$ cat src/rtl/hex8_scan.sv
// hex8_scan: 8-digit multiplexed 7-segment driver with a per-frame input snapshot.
// Outputs are registered one cycle behind idx/shadow; shadow reloads only at frame boundaries.
module hex8_scan #(
   parameter int SCAN_DIV = 50000,
   parameter int CNT_W    = 16
) (
   input  logic        clk,
   input  logic        rst_n,
   input  logic        en,
   input  logic [31:0] data,
   input  logic [7:0]  dot,
   input  logic [7:0]  digit_mask,
   output logic [7:0]  sel,
   output logic [7:0]  seg,
   output logic        frame_done
);
   localparam logic [6:0] DEC [16] = '{7'h40, 7'h79, 7'h24, 7'h30, 7'h19, 7'h12, 7'h02, 7'h78,
                                       7'h00, 7'h10, 7'h08, 7'h03, 7'h46, 7'h21, 7'h06, 7'h0E};
   logic             active;
   logic [CNT_W-1:0] div_cnt;
   logic [2:0]       idx;
   logic [31:0]      sh_data;
   logic [7:0]       sh_dot;
   logic [7:0]       sh_mask;
   logic             tick;
   logic             lit;
   logic [3:0]       nib;
   assign tick = div_cnt == CNT_W'(SCAN_DIV - 1);
   assign nib  = sh_data[{idx, 2'b00} +: 4];
   // en low forces idle outputs on the same edge that drops active
   assign lit  = active && en && sh_mask[idx];
   always_ff @(posedge clk or negedge rst_n) begin
      if (!rst_n) begin
         active     <= 1'b0;
         div_cnt    <= '0;
         idx        <= 3'd0;
         sh_data    <= 32'h0;
         sh_dot     <= 8'h00;
         sh_mask    <= 8'h00;
         sel        <= 8'h00;
         seg        <= 8'hFF;
         frame_done <= 1'b0;
      end else begin
         frame_done <= 1'b0;
         sel        <= lit ? 8'b1 << idx : 8'h00;
         seg        <= lit ? {~sh_dot[idx], DEC[nib]} : 8'hFF;
         if (!en) begin
            active  <= 1'b0;
            div_cnt <= '0;
            idx     <= 3'd0;
         end else if (!active) begin
            active                     <= 1'b1;
            div_cnt                    <= '0;
            idx                        <= 3'd0;
            {sh_data, sh_dot, sh_mask} <= {data, dot, digit_mask};
         end else if (tick) begin
            div_cnt <= '0;
            idx     <= idx + 3'd1;
            if (idx == 3'd7) begin
               {sh_data, sh_dot, sh_mask} <= {data, dot, digit_mask};
               frame_done                 <= 1'b1;
            end
         end else begin
            div_cnt <= div_cnt + 1'b1;
         end
      end
   end
endmodule
$ cat config.mk
export PLATFORM = sky130hd
export DESIGN_NAME = hex8_scan
export DESIGN_NICKNAME = d
export VERILOG_FILES = /design/src/rtl/hex8_scan.sv
export SDC_FILE = /design/constraint.sdc
export NUM_CORES = 1
export LEC_CHECK = 0
export CORE_MARGIN = 2
export CORE_UTILIZATION = 53
export DETAILED_ROUTE_END_ITERATION = 10
export HOLD_SLACK_MARGIN = 0.06
export PLACE_DENSITY = 0.8
export SETUP_SLACK_MARGIN = 0.2
export SLEW_MARGIN = 20
export SYNTH_ARGS = -nofsm -noshare
export SYNTH_HDL_FRONTEND = slang
export SYNTH_SLANG_ARGS = --single-unit
$ cat constraint.sdc
create_clock -name clk -period 3.3 [get_ports clk]
set_clock_uncertainty 0.2 [all_clocks]
set_input_delay 0.33 -clock clk [delete_from_list [all_inputs] [get_ports clk]]
set_output_delay 0.33 -clock clk [all_outputs]
set_load 0.03 [all_outputs]
==> results of run 1 <==
==> per-layer routing <==
metal	wire length [um]	global-route usage [%]
met5	0	0
met4	115	6.82
met3	315	3.40
met2	3360	28.8
met1	3340	25.8
==> synthesized netlist by cell type, drive strengths merged <==
master	n
o21bai	1
a211oi	1
dfstp	8
a22o	1
nand2b	1
nor2b	1
xnor2	9
clkbuf	1
or2	2
mux2i	6
nor4	2
and2	5
nand4	2
nor4b	1
nand2	14
nor2	24
buf	12
ha	13
o211ai	1
mux4	10
or3b	1
nor3	5
xor2	6
inv	9
clkinv	1
and3	7
dfrtp	77
nor3b	1
o31ai	1
and4bb	2
o311ai	1
o221ai	3
mux2	52
a21oi	4
o22ai	1
o211a	1
nand3	9
o21ai	3
==> flip-flops by register name (all words and copies together), names as in the netlist <==
| signal | flops |
|---|---|
| sh_data | 32 |
| div_cnt | 16 |
| seg | 8 |
| sel | 8 |
| sh_dot | 8 |
| sh_mask | 8 |
| idx | 3 |
| active | 1 |
| frame_done | 1 |
==> power by group through the flow <==
stage          clock, mW  combinational, mW  sequential [mW]
2_1_floorplan          0              0.212             1.21
3_3_place_gp           0              0.340             1.21
3_5_place_dp           0              0.352             1.21
4_1_cts            0.811              0.355             1.19
5_1_grt            0.856              0.385             1.20
6_report           0.792              0.351             1.19
==> stage by stage <==
| stage | utilization (%) | hold WS [ns] |
|---|---|---|
| final | 68.0 | 0.293 |
| after global routing | 68.0 | 0.309 |
| after CTS | 67.9 | 0.291 |
| after detailed placement | 64.8 | 0.279 |
| after global placement | 64.8 | 0.271 |
| after floorplan | - | -0.166 |
==> area by class of cell <==
| class | instances | area (sq um) |
|---|---|---|
| Multi-Input combinational cell | 191 | 1730 |
| Fill cell | 548 | 2340 |
| Inverter | 10 | 37.5 |
| Timing Repair Buffer | 70 | 709 |
| Clock buffer | 13 | 149 |
| Sequential cell | 85 | 2140 |
| Tap cell | 99 | 124 |
| Clock inverter | 3 | 68.8 |
==> what timing repair did <==
action | CTS | global route
hold endpoints to repair | 77 | 0
setup buffers | 0 | 0
hold buffers | 1 | 0
==> cell families (layout without fill, tap and decap cells) <==
logic type / count (synthesis) / count (layout) / share of synthesized area, %
and+or+nand+nor: 77 / 77 / 10.5
AOI/OAI and AO/OA: 18 / 18 / 3.25
buffers and inverters: 23 / 96 / 3.53
DFF: 85 / 85 / 53.3
xor gates and xnor gates: 15 / 15 / 3.28
muxes: 68 / 68 / 22.0
adders and majority gates: 13 / 13 / 4.06
==> path summary, 6_finish.rpt <==
kind	from	endpoint	slack (ns)	cells after the start
max in group asynchronous	rst_n	sh_mask[5]	1.98	2
max	idx[0]	seg[4]	0.61	7
min	div_cnt[0]	div_cnt[0]	0.29	1
min reg2reg	div_cnt[0]	div_cnt[0]	0.29	1
min in group asynchronous	rst_n	div_cnt[10]	0.37	2
max reg2reg	idx[0]	seg[4]	0.61	7
==> flow_metrics.tcl, run 1 <==
set metrics [dict create \
    place_congestion 0.911 \
    synth_largest_area_cell "dfrtp_1" \
    grt_pass1_wl_um 12300 \
    switching_share_pct 23.1 \
    coreArea_sq_um 7290 \
    cts.sinks 85 \
    cts_buffers 9 \
    cts_resized 0 \
    num_vias 2520 \
    netlist_instances 299 \
    fin_area_sq_um 4960 \
    drt-total-wl_um 7140 \
    cp_top_family "multiplexers" \
    die_area_sq_um 8270 \
    yosysWarnings 0 \
    path_class "flop to flop" \
    status "finished, final reports clean" \
    worst_slack_ns 0.608 \
    synth_nets 363 \
    min_path_type "flop to flop" \
    clockBufferDepth 2 \
    finalHoldViolations 0 \
    antenna_cells 0 \
    clkPwrFrac_pct 33.9 \
    clkLatencyLatePin_ns 0.34 \
    cp-start-kind "flop" \
    cts_htree_levels 3 \
    finalNonFillerCells 471 \
    seq_area_frac_synth_pct 53.3 \
    die_w_um 90.9 \
    synth_top_area_share_pct 48.1 \
    tns_ns 0 \
    io_buffers 67 \
    synth.cell_area_sq_um 4010 \
    p_leak_nw 2.07 \
    synth_area_leaders "dfrtp_1 48%, mux2_2 14%, mux4_2 5.6%" \
    cap_violations 0 \
    drc 0 \
    powerDensity_nw_per_um2 471 \
    switchingPower_uw 540 \
    postPlaceCellArea_sq_um 4720 \
    rsz0062_at_grt "no" \
    grt_pass1_vias 2588 \
    dr.first_iter.drc_count 91 \
    cts_tree "built" \
    syn_area_per_cell_sq_um 13.4 \
    layout_commonest_cell "dfrtp_1" \
    crit_slowest_cell "dfrtp_1" \
    finalSetupViolCount 0 \
    grtUsageTotal_pct 18.4 \
    period_needed_ns 2.69 \
    rows 31 \
    crit_required_ns 3.33 \
    final_nets 431 \
    crit_buf_inv 1 \
    initial_core_util_pct 54.9 \
    timing.final.crit_share_pct 81.6 \
    place_worst_setup_slack_ns 0.615 \
    antenna_found_initial 0 \
    fp.dieH_um 90.9 \
    syn2layout_area_growth_pct 23.7 \
    cts.reportedPaths.clkPinSlew_ns 0.08 \
    final_cell_mix "77 x dfrtp_1, 66 x clkdlybuf4s50_1, 51 x mux2_2" \
    dp_hpwl_um 5200 \
    worst_ir_drop_vdd_v 0.000262 \
    synth_seq_cells 85 \
    dp.cells 454 \
    p_comb_share_pct 15.0 \
    cts_root_buffer "clkbuf_8" \
    drtAntennaViolNets 0 \
    dr.pass1.iters 4 \
    cp_max_fo 13 \
    drive_gt1_share_pct 25.5 \
    worst_slew_pin_slew_ns 0.751 \
    p_int_mw 1.79 \
    cp.arrival_ns 2.72 \
    finalMaxSlewViolations 0 \
    overflow 0 \
    cp_cell_sequence "mux4_2 -> mux2i_4 -> inv_2 -> ha_1 -> mux2_2 -> nand2_1 -> o311ai_1" \
    p_seq_share_pct 51.1 \
    wire_per_inst_um 15.1 \
    synth_cell_types 47 \
    via_per_inst 5.35 \
    slew_headroom_pct 49.9 \
    power_mw 2.33 \
    grt_max_degree 86 \
    fmax_ghz 0.371 \
    ios 68 \
    cp_slowest_stage_delay_ns 0.74 \
    critPathCaptureType "flop" \
]
Power figures use the tool's default switching activity.
==> run 2, diff against run 1 <==
==> constraint.sdc (replaced) <==
create_clock -name clk -period 2.65 [get_ports clk]
set_clock_uncertainty 0.2 [all_clocks]
set_input_delay 0.265 -clock clk [delete_from_list [all_inputs] [get_ports clk]]
set_output_delay 0.265 -clock clk [all_outputs]
set_load 0.03 [all_outputs]
==> run 2 against run 1 <==
Sequential share of layout area decreased by 0.56 points. Power increased by 20%. Non-clock buffer count increased by 10. Via count decreased by 1.3%. Wire length increased by 3.4%. Die area unchanged. Global-route usage increased by 0.65 points. Combinational power increased by 31%. Critical path type unchanged. Critical endpoint is now seg[5]. Largest power group unchanged.
==> flow_metrics.tcl, run 2 (synthesis gave the netlist of run 1 again) <==
set metrics [dict create \
    rsz0062_at_grt "yes" \
    finalMaxSlewViolations 0 \
    fmax_ghz 0.420 \
    cts_buffers 9 \
    cts.sinks 85 \
    dr.first_iter.drc_count 91 \
    grt_pass1_wl_um 12400 \
    cts_htree_levels 3 \
    antenna_found_initial 0 \
    drive_gt1_share_pct 29.7 \
    grt_pass1_vias 2569 \
    grtUsageTotal_pct 19.0 \
    overflow 0 \
    period_needed_ns 2.38 \
    drtAntennaViolNets 0 \
    path_class "flop to flop" \
    dp_hpwl_um 5430 \
    critPathCaptureType "flop" \
    timing.final.crit_share_pct 89.7 \
    reg.largest.list "sh_data x32, div_cnt x16" \
    p_leak_nw 2.11 \
    coreArea_sq_um 7290 \
    drt-total-wl_um 7380 \
    layout_commonest_cell "dfrtp_1" \
    rows 31 \
    cts_root_buffer "clkbuf_8" \
    ios 68 \
    final_nets 441 \
    antenna_cells 0 \
    syn2layout_area_growth_pct 25.5 \
    die_w_um 90.9 \
    regArea_sq_um 2140 \
    cts_tree "built" \
    clkLatencyLatePin_ns 0.35 \
    wire_per_inst_um 15.4 \
    cp_max_fo 14 \
    final_cell_mix "75 x dfrtp_1, 66 x clkdlybuf4s50_1, 50 x mux2_2" \
    place_worst_setup_slack_ns 0.0850 \
    cap_violations 0 \
    crit_required_ns 2.71 \
    clockBufferDepth 2 \
    grt_max_degree 54 \
    io_buffers 67 \
    num_vias 2488 \
    initial_core_util_pct 54.9 \
    cp.arrival_ns 2.44 \
    largest_reg_flops 32 \
    die_area_sq_um 8270 \
    finalHoldViolations 0 \
    multi_input_area_sq_um 1750 \
    place_congestion 0.892 \
    worst_ir_drop_vdd_v 0.000309 \
    status "finished, final reports clean" \
    worst_slack_ns 0.272 \
    finalSetupViolCount 0 \
    slew_headroom_pct 57.9 \
    cts.reportedPaths.clkPinSlew_ns 0.09 \
    powerDensity_nw_per_um2 559 \
    via_per_inst 5.18 \
    tns_ns 0 \
    fp.dieH_um 90.9 \
    drc 0 \
    worst_slew_pin_slew_ns 0.626 \
    dr.pass1.iters 4 \
    cp-start-kind "flop" \
    fillCellCount 559 \
    min_path_type "primary input to async pin" \
    regMostFlops "sh_data" \
]
## run 2: final cells by class
class                      count  area share, %
clock buffer                  11           2.61
clock inverter                 4          0.996
inverter                      10          0.772
multi-input combinational    191           34.8
sequential                    85           42.6
tap                           99           2.46
timing repair buffer          80           15.8
## run 2: stage by stage
step | hold slack, ns | utilization, % | cell area [sq um] | instances | total power [mW]
4_1_cts | 0.198 | 68.3 | 4980 | 477 | 2.82
5_1_grt | 0.234 | 68.9 | 5030 | 480 | 2.94
2_1_floorplan | -0.231 | - | 4010 | 299 | 1.77
6_report | 0.198 | 68.9 | 5030 | 480 | 2.81
3_5_place_dp | 0.0283 | 65.5 | 4770 | 459 | 1.96
3_3_place_gp | 0.0327 | 65.5 | 4770 | 459 | 1.93
## run 2: what timing repair did
item / CTS / global route
buffers inserted: 2 / 3
hold buffers: 1 / 0
gates resized for setup: 2 / 8
hold endpoints to repair: 63 / 0
setup endpoints to repair: 5 / 6
## run 2: critical path, stage by stage, from the launching register on
cell and delay, ns:
dfrtp_2 0.49, buf_4 0.15, buf_4 0.10, mux4_2 0.47
mux2_4 0.36, o21bai_1 0.24, o221ai_1 0.27
## run 2: worst paths after layout
check	cells past startpoint	to	start	slack (ns)
setup / recovery	6	seg[5]	idx[0]	0.27
hold / removal	2	div_cnt[9]	rst_n	0.20
setup reg to reg	6	seg[5]	idx[0]	0.27
hold reg to reg	1	div_cnt[0]	div_cnt[0]	0.29
max in group asynchronous	3	seg[4]	rst_n	1.38
min in group clk	1	active	en	0.27
## run 2: power breakdown
| group | switching [mW] | internal (mW) | leakage (nW) |
|---|---|---|---|
| Clock | 0.437 | 0.430 | 0.0854 |
| Sequential | 0.0620 | 1.42 | 1.05 |
| Combinational | 0.192 | 0.269 | 0.979 |
| Total | 0.691 | 2.12 | 2.11 |
## run 2: metal layers
layer | vias to the layer above | part of all wire [%] | wire, um | track usage [%]
li1 | 1204 | - | - | -
met1 | 1221 | 47 | 3450 | 26.6
met2 | 56 | 48 | 3560 | 29.7
met3 | 7 | 4.1 | 303 | 4.81
met4 | 0 | 0.99 | 73 | 5.56
met5 | - | 0 | 0 | 0
